<file path="config.mk">
export PLATFORM = sky130hd
export DESIGN_NAME = zircon_avalon_ps2_mouse_ctrl_flat
export DESIGN_NICKNAME = d
export VERILOG_FILES = /design/src/rtl/zircon_avalon_ps2_mouse_ctrl_if.sv /design/src/rtl/zircon_avalon_ps2_mouse_ctrl.sv /design/src/flat_wrapper.sv
export SDC_FILE = /design/constraint.sdc
export NUM_CORES = 1
export LEC_CHECK = 0
export ABC_AREA = 1
export CELL_PAD_IN_SITES_DETAIL_PLACEMENT = 0
export CELL_PAD_IN_SITES_GLOBAL_PLACEMENT = 1
export CORE_MARGIN = 2
export CORE_UTILIZATION = 35
export CTS_BUF_LIST = sky130_fd_sc_hd__clkbuf_8
export CTS_CLUSTER_SIZE = 8
export DETAILED_ROUTE_END_ITERATION = 7
export GPL_ROUTABILITY_DRIVEN = 1
export PLACE_DENSITY_LB_ADDON = 0.05
export SLEW_MARGIN = 25
export SYNTH_ARGS = -nofsm -noshare
export SYNTH_HDL_FRONTEND = slang
export SYNTH_SLANG_ARGS = --single-unit
</file>
<file path="constraint.sdc">
create_clock -name csi_clk -period 1.8 [get_ports csi_clk]
set_input_delay 0.45 -clock csi_clk [delete_from_list [all_inputs] [get_ports csi_clk]]
set_output_delay 0.45 -clock csi_clk [all_outputs]
set_load 0.05 [all_outputs]
</file>
<file path="src/rtl/zircon_avalon_ps2_mouse_ctrl_if.sv">
// Signal bundle between the PS/2 mouse controller, its byte transceiver and the Avalon side.
// The slave modport is the controller's view; master is the environment's view.
interface zircon_avalon_ps2_mouse_ctrl_if;
  logic       tx_ready;
  logic       tx_valid;
  logic [7:0] tx_data;
  logic       tx_error;
  logic       rx_valid;
  logic [7:0] rx_data;
  logic       rx_error;
  logic       avs_read;
  logic       left_button;
  logic       right_button;
  logic       middle_button;
  logic [8:0] x_increment;
  logic [8:0] y_increment;
  logic       ins_interrupt;
  logic       init_done;

  modport slave (
    input  tx_ready, tx_error, rx_valid, rx_data, rx_error, avs_read,
    output tx_valid, tx_data, left_button, right_button, middle_button,
           x_increment, y_increment, ins_interrupt, init_done
  );

  modport master (
    output tx_ready, tx_error, rx_valid, rx_data, rx_error, avs_read,
    input  tx_valid, tx_data, left_button, right_button, middle_button,
           x_increment, y_increment, ins_interrupt, init_done
  );
endinterface

</file>
<file path="src/rtl/zircon_avalon_ps2_mouse_ctrl.sv">
// PS/2 mouse controller: reset/enable init sequence with retries, then 3-byte stream packet decode.
// Optional macro PS2_MOUSE_OVF_CLAMP_EN clamps X/Y to full scale when the overflow bits are set.
module zircon_avalon_ps2_mouse_ctrl #(
  parameter int unsigned CLK_FREQ   = 50000000,
  parameter int unsigned TIMEOUT_MS = 500,
  parameter int unsigned MAX_RETRY  = 3
) (
  input logic                           csi_clk,
  input logic                           rsi_reset_n,
  zircon_avalon_ps2_mouse_ctrl_if.slave bus_io
);

  localparam int unsigned TMO_CYC = CLK_FREQ / 1000 * TIMEOUT_MS;
  localparam int unsigned TMR_W   = $clog2(TMO_CYC + 1);
  localparam int unsigned RTY_W   = $clog2(MAX_RETRY + 1);
  localparam logic [TMR_W-1:0] TMO_LIM = TMR_W'(TMO_CYC);
  localparam logic [RTY_W-1:0] RTY_LIM = RTY_W'(MAX_RETRY);

  typedef enum logic [2:0] {
    RESET_CMD,
    WAIT_ACK1,
    WAIT_BAT,
    WAIT_ID,
    ENABLE_CMD,
    WAIT_ACK2,
    STREAM,
    ERROR
  } state_e;

  state_e           state_q;
  logic [RTY_W-1:0] retry_q;
  logic [1:0]       idx_q;
  logic [TMR_W-1:0] tmr_q;
  logic [7:0]       b0_q;
  logic [7:0]       b1_q;
  logic             tx_valid_q;
  logic [7:0]       tx_data_q;
  logic             left_q;
  logic             right_q;
  logic             middle_q;
  logic [8:0]       x_q;
  logic [8:0]       y_q;
  logic             irq_q;
  logic             init_done_q;

  logic             timeout_d;
  logic             is_cmd_d;
  logic             is_wait_d;
  logic [7:0]       exp_byte_d;
  state_e           adv_state_d;
  logic             fail_d;
  logic             match_d;
  logic [RTY_W-1:0] retry_d;
  logic             go_error_d;
  logic             pkt_done_d;
  logic [8:0]       x_d;
  logic [8:0]       y_d;

  // Expected response per wait state and the failure/advance decisions of the init sequence.
  always_comb begin
    timeout_d   = (tmr_q >= TMO_LIM);
    is_cmd_d    = (state_q == RESET_CMD) || (state_q == ENABLE_CMD);
    is_wait_d   = 1'b0;
    exp_byte_d  = 8'h00;
    adv_state_d = state_q;
    case (state_q)
      WAIT_ACK1: begin is_wait_d = 1'b1; exp_byte_d = 8'hFA; adv_state_d = WAIT_BAT;   end
      WAIT_BAT:  begin is_wait_d = 1'b1; exp_byte_d = 8'hAA; adv_state_d = WAIT_ID;    end
      WAIT_ID:   begin is_wait_d = 1'b1; exp_byte_d = 8'h00; adv_state_d = ENABLE_CMD; end
      WAIT_ACK2: begin is_wait_d = 1'b1; exp_byte_d = 8'hFA; adv_state_d = STREAM;     end
      default:   ;
    endcase
    fail_d     = (is_cmd_d || is_wait_d) &&
                 (bus_io.rx_error || bus_io.tx_error || timeout_d ||
                  (is_wait_d && bus_io.rx_valid && (bus_io.rx_data != exp_byte_d)));
    match_d    = is_wait_d && bus_io.rx_valid && (bus_io.rx_data == exp_byte_d);
    retry_d    = retry_q + 1'b1;
    go_error_d = (retry_d >= RTY_LIM);
    pkt_done_d = (state_q == STREAM) && (idx_q == 2'd2) &&
                 bus_io.rx_valid && !bus_io.rx_error;
  end

  // Packet fields assembled from the two stored bytes plus the byte arriving now.
  always_comb begin
    x_d = {b0_q[4], b1_q};
    y_d = {b0_q[5], bus_io.rx_data};
`ifdef PS2_MOUSE_OVF_CLAMP_EN
    if (b0_q[6]) x_d = b0_q[4] ? 9'h100 : 9'h0FF;
    if (b0_q[7]) y_d = b0_q[5] ? 9'h100 : 9'h0FF;
`endif
  end

`ifdef PS2_MOUSE_OVF_CLAMP_EN
  logic unused_b0;
  assign unused_b0 = b0_q[3];
`else
  logic unused_b0;
  assign unused_b0 = ^{b0_q[7:6], b0_q[3]};
`endif

  always_ff @(posedge csi_clk or negedge rsi_reset_n) begin
    if (!rsi_reset_n) begin
      state_q     <= RESET_CMD;
      retry_q     <= '0;
      idx_q       <= 2'd0;
      tmr_q       <= '0;
      b0_q        <= 8'h00;
      b1_q        <= 8'h00;
      tx_valid_q  <= 1'b0;
      tx_data_q   <= 8'h00;
      left_q      <= 1'b0;
      right_q     <= 1'b0;
      middle_q    <= 1'b0;
      x_q         <= 9'h000;
      y_q         <= 9'h000;
      irq_q       <= 1'b0;
      init_done_q <= 1'b0;
    end else begin
      irq_q <= pkt_done_d | (irq_q & ~bus_io.avs_read);
      case (state_q)
        RESET_CMD, ENABLE_CMD: begin
          tmr_q <= tmr_q + 1'b1;
          if (fail_d) begin
            retry_q    <= retry_d;
            tx_valid_q <= 1'b0;
            tmr_q      <= '0;
            state_q    <= go_error_d ? ERROR : RESET_CMD;
          end else if (!tx_valid_q) begin
            tx_valid_q <= 1'b1;
            tx_data_q  <= (state_q == RESET_CMD) ? 8'hFF : 8'hF4;
          end else if (bus_io.tx_ready) begin
            tx_valid_q <= 1'b0;
            tmr_q      <= '0;
            state_q    <= (state_q == RESET_CMD) ? WAIT_ACK1 : WAIT_ACK2;
          end
        end

        WAIT_ACK1, WAIT_BAT, WAIT_ID, WAIT_ACK2: begin
          tmr_q <= bus_io.rx_valid ? '0 : tmr_q + 1'b1;
          if (fail_d) begin
            retry_q <= retry_d;
            tmr_q   <= '0;
            state_q <= go_error_d ? ERROR : RESET_CMD;
          end else if (match_d) begin
            tmr_q   <= '0;
            state_q <= adv_state_d;
            if (state_q == WAIT_ACK2) init_done_q <= 1'b1;
          end
        end

        STREAM: begin
          // The timer only runs while a packet is partially received.
          if (idx_q == 2'd0 || bus_io.rx_valid) tmr_q <= '0;
          else                                  tmr_q <= tmr_q + 1'b1;
          if ((bus_io.rx_error || timeout_d) && idx_q != 2'd0) begin
            idx_q <= 2'd0;
            tmr_q <= '0;
          end else if (bus_io.rx_valid && !bus_io.rx_error) begin
            case (idx_q)
              2'd0: begin
                if (bus_io.rx_data[3]) begin
                  b0_q  <= bus_io.rx_data;
                  idx_q <= 2'd1;
                end
              end
              2'd1: begin
                b1_q  <= bus_io.rx_data;
                idx_q <= 2'd2;
              end
              2'd2: begin
                left_q   <= b0_q[0];
                right_q  <= b0_q[1];
                middle_q <= b0_q[2];
                x_q      <= x_d;
                y_q      <= y_d;
                idx_q    <= 2'd0;
              end
              default: idx_q <= 2'd0;
            endcase
          end
        end

        default: begin
          tx_valid_q <= 1'b0;
          tmr_q      <= '0;
        end
      endcase
    end
  end

  assign bus_io.tx_valid      = tx_valid_q;
  assign bus_io.tx_data       = tx_data_q;
  assign bus_io.left_button   = left_q;
  assign bus_io.right_button  = right_q;
  assign bus_io.middle_button = middle_q;
  assign bus_io.x_increment   = x_q;
  assign bus_io.y_increment   = y_q;
  assign bus_io.ins_interrupt = irq_q;
  assign bus_io.init_done     = init_done_q;

endmodule
</file>
<file path="src/flat_wrapper.sv">
// flat-port wrapper written by rule: the top's interface ports become plain ports
module zircon_avalon_ps2_mouse_ctrl_flat 
#(
  parameter int unsigned CLK_FREQ   = 50000000,
  parameter int unsigned TIMEOUT_MS = 500,
  parameter int unsigned MAX_RETRY  = 3
)
  (csi_clk, rsi_reset_n, bus_io_tx_ready, bus_io_tx_error, bus_io_rx_valid, bus_io_rx_data, bus_io_rx_error, bus_io_avs_read, bus_io_tx_valid, bus_io_tx_data, bus_io_left_button, bus_io_right_button, bus_io_middle_button, bus_io_x_increment, bus_io_y_increment, bus_io_ins_interrupt, bus_io_init_done);
  zircon_avalon_ps2_mouse_ctrl_if bus_io_i ();
  input logic csi_clk;
  input logic rsi_reset_n;
  input wire logic [$bits(bus_io_i.tx_ready)-1:0] bus_io_tx_ready;
  input wire logic [$bits(bus_io_i.tx_error)-1:0] bus_io_tx_error;
  input wire logic [$bits(bus_io_i.rx_valid)-1:0] bus_io_rx_valid;
  input wire logic [$bits(bus_io_i.rx_data)-1:0] bus_io_rx_data;
  input wire logic [$bits(bus_io_i.rx_error)-1:0] bus_io_rx_error;
  input wire logic [$bits(bus_io_i.avs_read)-1:0] bus_io_avs_read;
  output wire logic [$bits(bus_io_i.tx_valid)-1:0] bus_io_tx_valid;
  output wire logic [$bits(bus_io_i.tx_data)-1:0] bus_io_tx_data;
  output wire logic [$bits(bus_io_i.left_button)-1:0] bus_io_left_button;
  output wire logic [$bits(bus_io_i.right_button)-1:0] bus_io_right_button;
  output wire logic [$bits(bus_io_i.middle_button)-1:0] bus_io_middle_button;
  output wire logic [$bits(bus_io_i.x_increment)-1:0] bus_io_x_increment;
  output wire logic [$bits(bus_io_i.y_increment)-1:0] bus_io_y_increment;
  output wire logic [$bits(bus_io_i.ins_interrupt)-1:0] bus_io_ins_interrupt;
  output wire logic [$bits(bus_io_i.init_done)-1:0] bus_io_init_done;
  assign bus_io_i.tx_ready = bus_io_tx_ready;
  assign bus_io_i.tx_error = bus_io_tx_error;
  assign bus_io_i.rx_valid = bus_io_rx_valid;
  assign bus_io_i.rx_data = bus_io_rx_data;
  assign bus_io_i.rx_error = bus_io_rx_error;
  assign bus_io_i.avs_read = bus_io_avs_read;
  assign bus_io_tx_valid = bus_io_i.tx_valid;
  assign bus_io_tx_data = bus_io_i.tx_data;
  assign bus_io_left_button = bus_io_i.left_button;
  assign bus_io_right_button = bus_io_i.right_button;
  assign bus_io_middle_button = bus_io_i.middle_button;
  assign bus_io_x_increment = bus_io_i.x_increment;
  assign bus_io_y_increment = bus_io_i.y_increment;
  assign bus_io_ins_interrupt = bus_io_i.ins_interrupt;
  assign bus_io_init_done = bus_io_i.init_done;
  zircon_avalon_ps2_mouse_ctrl #(.CLK_FREQ(CLK_FREQ), .TIMEOUT_MS(TIMEOUT_MS), .MAX_RETRY(MAX_RETRY)) u_core (.csi_clk(csi_clk), .rsi_reset_n(rsi_reset_n), .bus_io(bus_io_i));
endmodule
</file>
======== Word level (Yosys, flattened, before mapping) ========
Cells that the tools add are included.
word-level totals
  register bits after elaboration ......... 78
  input port bits ......................... 15
  output and inout port bits .............. 32
operators by class
  add/sub/neg operators ................... 2
  magnitude comparators ................... 2
  equal/unequal tests ..................... 15
  mux-type cells .......................... 29
  bitwise logic cells ..................... 6
  reduce and logical (&&, ||, !) cells .... 35
operator list
  operator                                                number
  2-to-1 mux 25 bit                                       8
  one-hot mux 25 bit (3 select lines)                     1
  adder 25 x 1 -> 25 bit (second input constant)          1
  >= comparator 25 bit (second input constant)            1
  2-to-1 mux 3 bit                                        7
  one-hot mux 8 bit (2 select lines)                      1
  one-hot mux 3 bit (4 select lines)                      1
  AND reduction 4 bit                                     3
  AND reduction 5 bit                                     2
  equality test 3 bit (second input constant)             3
  logical AND 1 bit                                       9
  equality test 8 bit                                     1
  inequality test 8 bit                                   1
  logical OR 1 bit                                        7
  equality test 3 x 2 -> 1 bit (second input constant)    2
  2-to-1 mux 2 bit                                        3
  inequality test 3 x 1 -> 1 bit (second input constant)  2
  inequality test 6 x 1 -> 1 bit (second input constant)  1
  one-hot mux 3 bit (2 select lines)                      1
  AND reduction 3 bit                                     2
  nonzero test 2 bit                                      3
  OR reduction 6 bit                                      1
  OR reduction 5 bit                                      1
  2-to-1 mux 1 bit                                        4
  19 further kinds                                        23

======== Logic depth before layout (Yosys ltp) ========
  depth in word-level cells ............... 9
  depth in mapped cells ................... 13
  depth with buffers taken out ............ 13

======== Worst setup path after synthesis ========
OpenSTA, ideal clock, no wires.
  kind .................................... register to register
  from .................................... register u_core.tmr_q[9]
  to ...................................... register u_core.x_q[7] (netlist: u_core.bus_io.x_increment[7])
  arrival ................................. 1.553 ns
  required time ........................... 1.680 ns
  slack ................................... 0.128 ns
  stages on the path, launching flop included .. 14
  buffers on the path ..................... 2
  period minus slack after synthesis ...... 1.672 ns
  path through ............................ dfrtp_1 -> nor2_1 -> nor2_1 -> nand2_1 -> nand2_1 -> nand2_1 -> nand3_2 -> inv_2 -> nand2_1 -> or2_1 -> buf_6 -> buf_6 -> nand2_1 -> o21ai_2
on the way
  word-level cells in the longest chain between the ends .. 5
ends and longest elaborated chain
  item                           RTL line                             RTL
  start: declaration             zircon_avalon_ps2_mouse_ctrl.sv:33   logic [TMR_W-1:0] tmr_q;
  start signal: assignment       zircon_avalon_ps2_mouse_ctrl.sv:122  tmr_q <= tmr_q + 1'b1;
  start signal: assignment       zircon_avalon_ps2_mouse_ctrl.sv:139  tmr_q <= bus_io.rx_valid ? '0 : tmr_q + 1'b1;
  start signal: assignment       zircon_avalon_ps2_mouse_ctrl.sv:154  else tmr_q <= tmr_q + 1'b1;
  >= comparator 25 bit           zircon_avalon_ps2_mouse_ctrl.sv:61   timeout_d = (tmr_q >= TMO_LIM);
  logical OR 1 bit               zircon_avalon_ps2_mouse_ctrl.sv:155  if ((bus_io.rx_error || timeout_d) && idx_q != 2'd0) begin
  logical AND 1 bit              zircon_avalon_ps2_mouse_ctrl.sv:155
  inverter 1 bit (no line)       -
  AND reduction 4 bit (no line)  -
  end signal: assignment         zircon_avalon_ps2_mouse_ctrl.sv:114  x_q <= 9'h000;
  end signal: assignment         zircon_avalon_ps2_mouse_ctrl.sv:174  x_q <= x_d;
  end: declaration               zircon_avalon_ps2_mouse_ctrl.sv:41   logic [8:0] x_q;
Every way passes these cells.
A chain may end at the register's enable or synchronous reset.

======== Worst setup path after layout ========
  from .................................... register u_core.tmr_q[19]
  to ...................................... register u_core.tmr_q[13]
on the way
  word-level cells in the longest chain between the ends .. 6
  elaborated cells between the ends (all ways) .. 10
  those cells by class .................... 1 x order compare; 4 x mux; 5 x reduce/logical
ends and longest elaborated chain
  item                                         RTL line                                                                  RTL
  >= comparator 25 bit *                       zircon_avalon_ps2_mouse_ctrl.sv:61
  logical OR 1 bit (2 in a row)                zircon_avalon_ps2_mouse_ctrl.sv:74                                        (bus_io.rx_error || bus_io.tx_error || timeout_d ||
  logical AND 1 bit                            zircon_avalon_ps2_mouse_ctrl.sv:73                                        fail_d = (is_cmd_d || is_wait_d) &&
  2-to-1 mux 25 bit, on equally long branches  zircon_avalon_ps2_mouse_ctrl.sv:140, zircon_avalon_ps2_mouse_ctrl.sv:123
  one-hot mux 25 bit (3 select lines) *        zircon_avalon_ps2_mouse_ctrl.sv:120                                       case (state_q)
Mark *: on every way between the ends. The rest lies on a longest branch, timed or not.

==> flow_summary.yaml <==
power:
  p_switching_mw: 1.780
  seqPwrFrac_pct: 40.0
  p_leak_nw: 2.633
  peakVddDrop_uv: 750.6
  p_clk_share_pct: 28.4
  power_switching_share_pct: 37.17
  power_density_nw_per_um2: 851.3
  power.share.combinational_pct: 31.5
  p_int_mw: 3.009
floorplan:
  core_area_um2: 10940
  initial_core_util_pct: 36.10
  dieWidth_um: 110.2
  ioPinCount: 47
  die_h_um: 110.2
  die_area_um2: 12140
  rows: 38
finish:
  fin_util_pct: 51.44
  stdcell_area_um2: 5625
  synthToLayoutAreaGrowth_pct: 42.50
  fin_nets: 606
  drive_gt1_share_pct: 38.95
  n_antenna_cell: 0
place:
  dp_hpwl_um: 6856
  place_congestion: 0.8446
  pre_cts_ws_ns: -0.3456
  port_buffers: 46
  place_area_um2: 5031
worst_setup_path:
  crit_path_start_kind: "register"
  critPathMaxStageDelay_ns: 0.41
  path_delay_family: "simple AND/OR/NAND/NOR gates"
  cp-end-kind: "register"
  crit_chain: "buf_4 > nand4_1 > nor2_2 > nand3_1 > nand3_2 > buf_12 > nor2_4 > nand3_4 > nor2_8 > nor2_8 > clkbuf_16 > nor2_4"
  rr_worst_depth: 12
  crit_required_ns: 2.10
  crit_slowest_cell: "dfrtp_1"
  cp.depth: 12
  path_class: "reg -> reg"
  crit_buf_inv: 3
  r2r_end: "u_core.tmr_q[13]"
  path_max_fanout: 6
  critPathArrivalTime_ns: 2.21
  r2r_setup_slack_ns: -0.11
  rr_startpoint: "u_core.tmr_q[19]"
clocking:
  cts_tree: "built"
  cts_max_level: 3
  clock_latency_ns: 0.37
  cts_root_buffer: "clkbuf_8"
  ctsHoldBuffers: 0
  cts_buffers: 9
  cts_sinks: 71
  clockBufferDepth: 2
  clkTransAtPathRegs_ns: 0.09
detailed_routing:
  wl_um: 9770
  via_per_inst: 4.446
  drt_iter0_markers: 179
  detail_route.first_pass.iterations: 4
  wl_per_cell_um: 13.33
  route.detailed.drc: 0
  drtAntennaViolNets: 0
  vias: 3259
outcome:
  run_status: "finished with violations"
  failed_checks: "negative setup slack"
timing:
  timing.final.crit_share_pct: 106.1
  period_needed_ns: 1.910
  report.final.slew_viol_count: 0
  fin_tns_setup_ns: -2.399
  max_slew_margin_pct: 68.85
  finalHoldViolCount: 0
  skew_ns: 0.01678
  worstMarginPinSlew_ns: 0.4673
  rsz0062_at_grt: "true"
  setup-violations-final: 32
  setup_slack_ns: -0.1099
  max_freq_ghz: 0.5236
synth:
  ys_ff_latch: 71
  yosys_warnings: 0
  synth_nets: 482
  synth_top_cell_area_share_pct: 45.01
  yosysSeqAreaShare_pct: 45.01
  syn_area_per_cell_um2: 8.508
  syn_inst: 464
  ys_top_cells_by_area: "dfrtp_1 (45%), nand2_1 (13%), nor2_4 (6.6%)"
  yosysUniqueCellTypes: 30
  synth.cell_area_um2: 3948
  yosys.area.top_type: "dfrtp_1"
global_routing:
  grt_usage_pct: 16.69
  grt_pass1_wl_um: 15240
  antenna_found_initial: 0
  grt-ovfl-total: 0
  grt_pass1_vias: 3107
  grt_max_degree: 72
job:
  drv_cap: 0
worst_hold_path:
  hold_path_class: "in -> async"
layout by cell type, fill, tap and decap left out, types with 2 or more instances in the layout:
master / n
buf_12: 12
buf_4: 94
buf_6: 3
clkbuf_16: 5
clkbuf_8: 9
clkdlybuf4s50_1: 13
clkinv_4: 2
dfrtp_1: 71
ha_1: 3
inv_1: 51
inv_2: 7
inv_6: 3
nand2_1: 108
nand2_2: 8
nand2_4: 22
nand3_1: 14
nand3_2: 3
nand3_4: 2
nand4_1: 4
nor2_1: 49
nor2_2: 6
nor2_4: 26
nor2_8: 2
nor3_1: 4
o21ai_0: 12
o21ai_1: 7
o21ai_2: 21
o21bai_1: 4
xnor2_1: 7
xor2_1: 14
power by group through the flow:
| stage | Clock [mW] | Combinational, mW | Sequential, mW |
|---|---|---|---|
| 6_report | 1.36 | 1.51 | 1.92 |
| 5_1_grt | 1.49 | 1.67 | 1.94 |
| 4_1_cts | 1.40 | 1.47 | 1.92 |
| 3_5_place_dp | 0 | 1.44 | 1.94 |
| 3_3_place_gp | 0 | 1.43 | 1.94 |
| 2_1_floorplan | 0 | 0.881 | 2.03 |
layout make-up:
cell class / instances / area [um^2]
Clock buffer: 9 / 123.9
Sequential cell: 71 / 1777
Tap cell: 140 / 175.2
Timing Repair Buffer: 128 / 1240
Clock inverter: 7 / 78.83
Multi-Input combinational cell: 320 / 2013
Fill cell: 1080 / 5310
Inverter: 58 / 217.7
metal layers:
layer | routed length, um | track usage (%) | vias up
li1 | - | - | 1679
met1 | 5283 | 25.27 | 1514
met2 | 3999 | 22.87 | 52
met3 | 318 | 3.351 | 14
met4 | 168 | 6.964 | 0
met5 | 0 | 0 | -
logic make-up after synthesis:
logic type / share of synthesized area [%]
AO/OA/AOI/OAI: 8.051
XOR/XNOR: 4.659
adder cells (fa/ha/maj): 0.9510
buffers and inverters: 9.318
flip-flops: 45.01
AND/OR/NAND/NOR: 32.01
Yosys cell counts (all sizes together):
cell,n
nand4,5
clkbuf,1
buf,14
o21bai,4
dfrtp,71
ha,3
nand2,138
nor2,83
nand3,19
inv,58
xnor2,7
nand3b,1
or2,1
nor3,4
xor2,14
o21ai,41
worst register-to-register path, delay by kind of cell, from the launching register on:
kind | cells | cell delay (ns)
flops | 1 | 0.41
simple gates | 9 | 0.96
buf+inv | 3 | 0.48
timing repair:
action / in CTS / in global routing
gates resized for setup: 9 / 52
setup buffers: 3 / 1
cloned: 0 / 7
setup endpoints to repair: 52 / 55
pin swaps: 1 / 4
stage by stage:
stage | cells | total power [mW] | hold slack, ns
detailed placement | 706 | 3.387 | 0.4673
floorplan | 464 | 2.913 | 0.1544
global placement | 706 | 3.377 | 0.4662
finish | 733 | 4.789 | 0.09132
global route | 733 | 5.111 | 0.1046
CTS | 725 | 4.787 | 0.1031
registers in the layout (all words and copies together), names as in the netlist, 2 cells and up:
| signal | flops |
|---|---|
| u_core.tmr_q | 25 |
| u_core.bus_io.x_increment | 9 |
| u_core.bus_io.y_increment | 9 |
| u_core.b1_q | 8 |
| u_core.b0_q | 5 |
| u_core.state_q | 3 |
| u_core.bus_io.tx_data | 2 |
| u_core.idx_q | 2 |
| u_core.retry_q | 2 |
worst max path at each step:
stage,startpoint,endpoint,slack (ns)
finish,u_core.tmr_q[19],u_core.tmr_q[13],-0.11
global route,u_core.tmr_q[16],u_core.tmr_q[13],-0.23
CTS,u_core.tmr_q[17],u_core.tmr_q[13],-0.07
detailed placement,bus_io_rx_data[3],u_core.tmr_q[24],-0.35
global placement,bus_io_rx_data[3],u_core.tmr_q[24],-0.31
floorplan,u_core.tmr_q[9],u_core.bus_io.x_increment[7],0.13
Power figures use the tool's default switching activity.
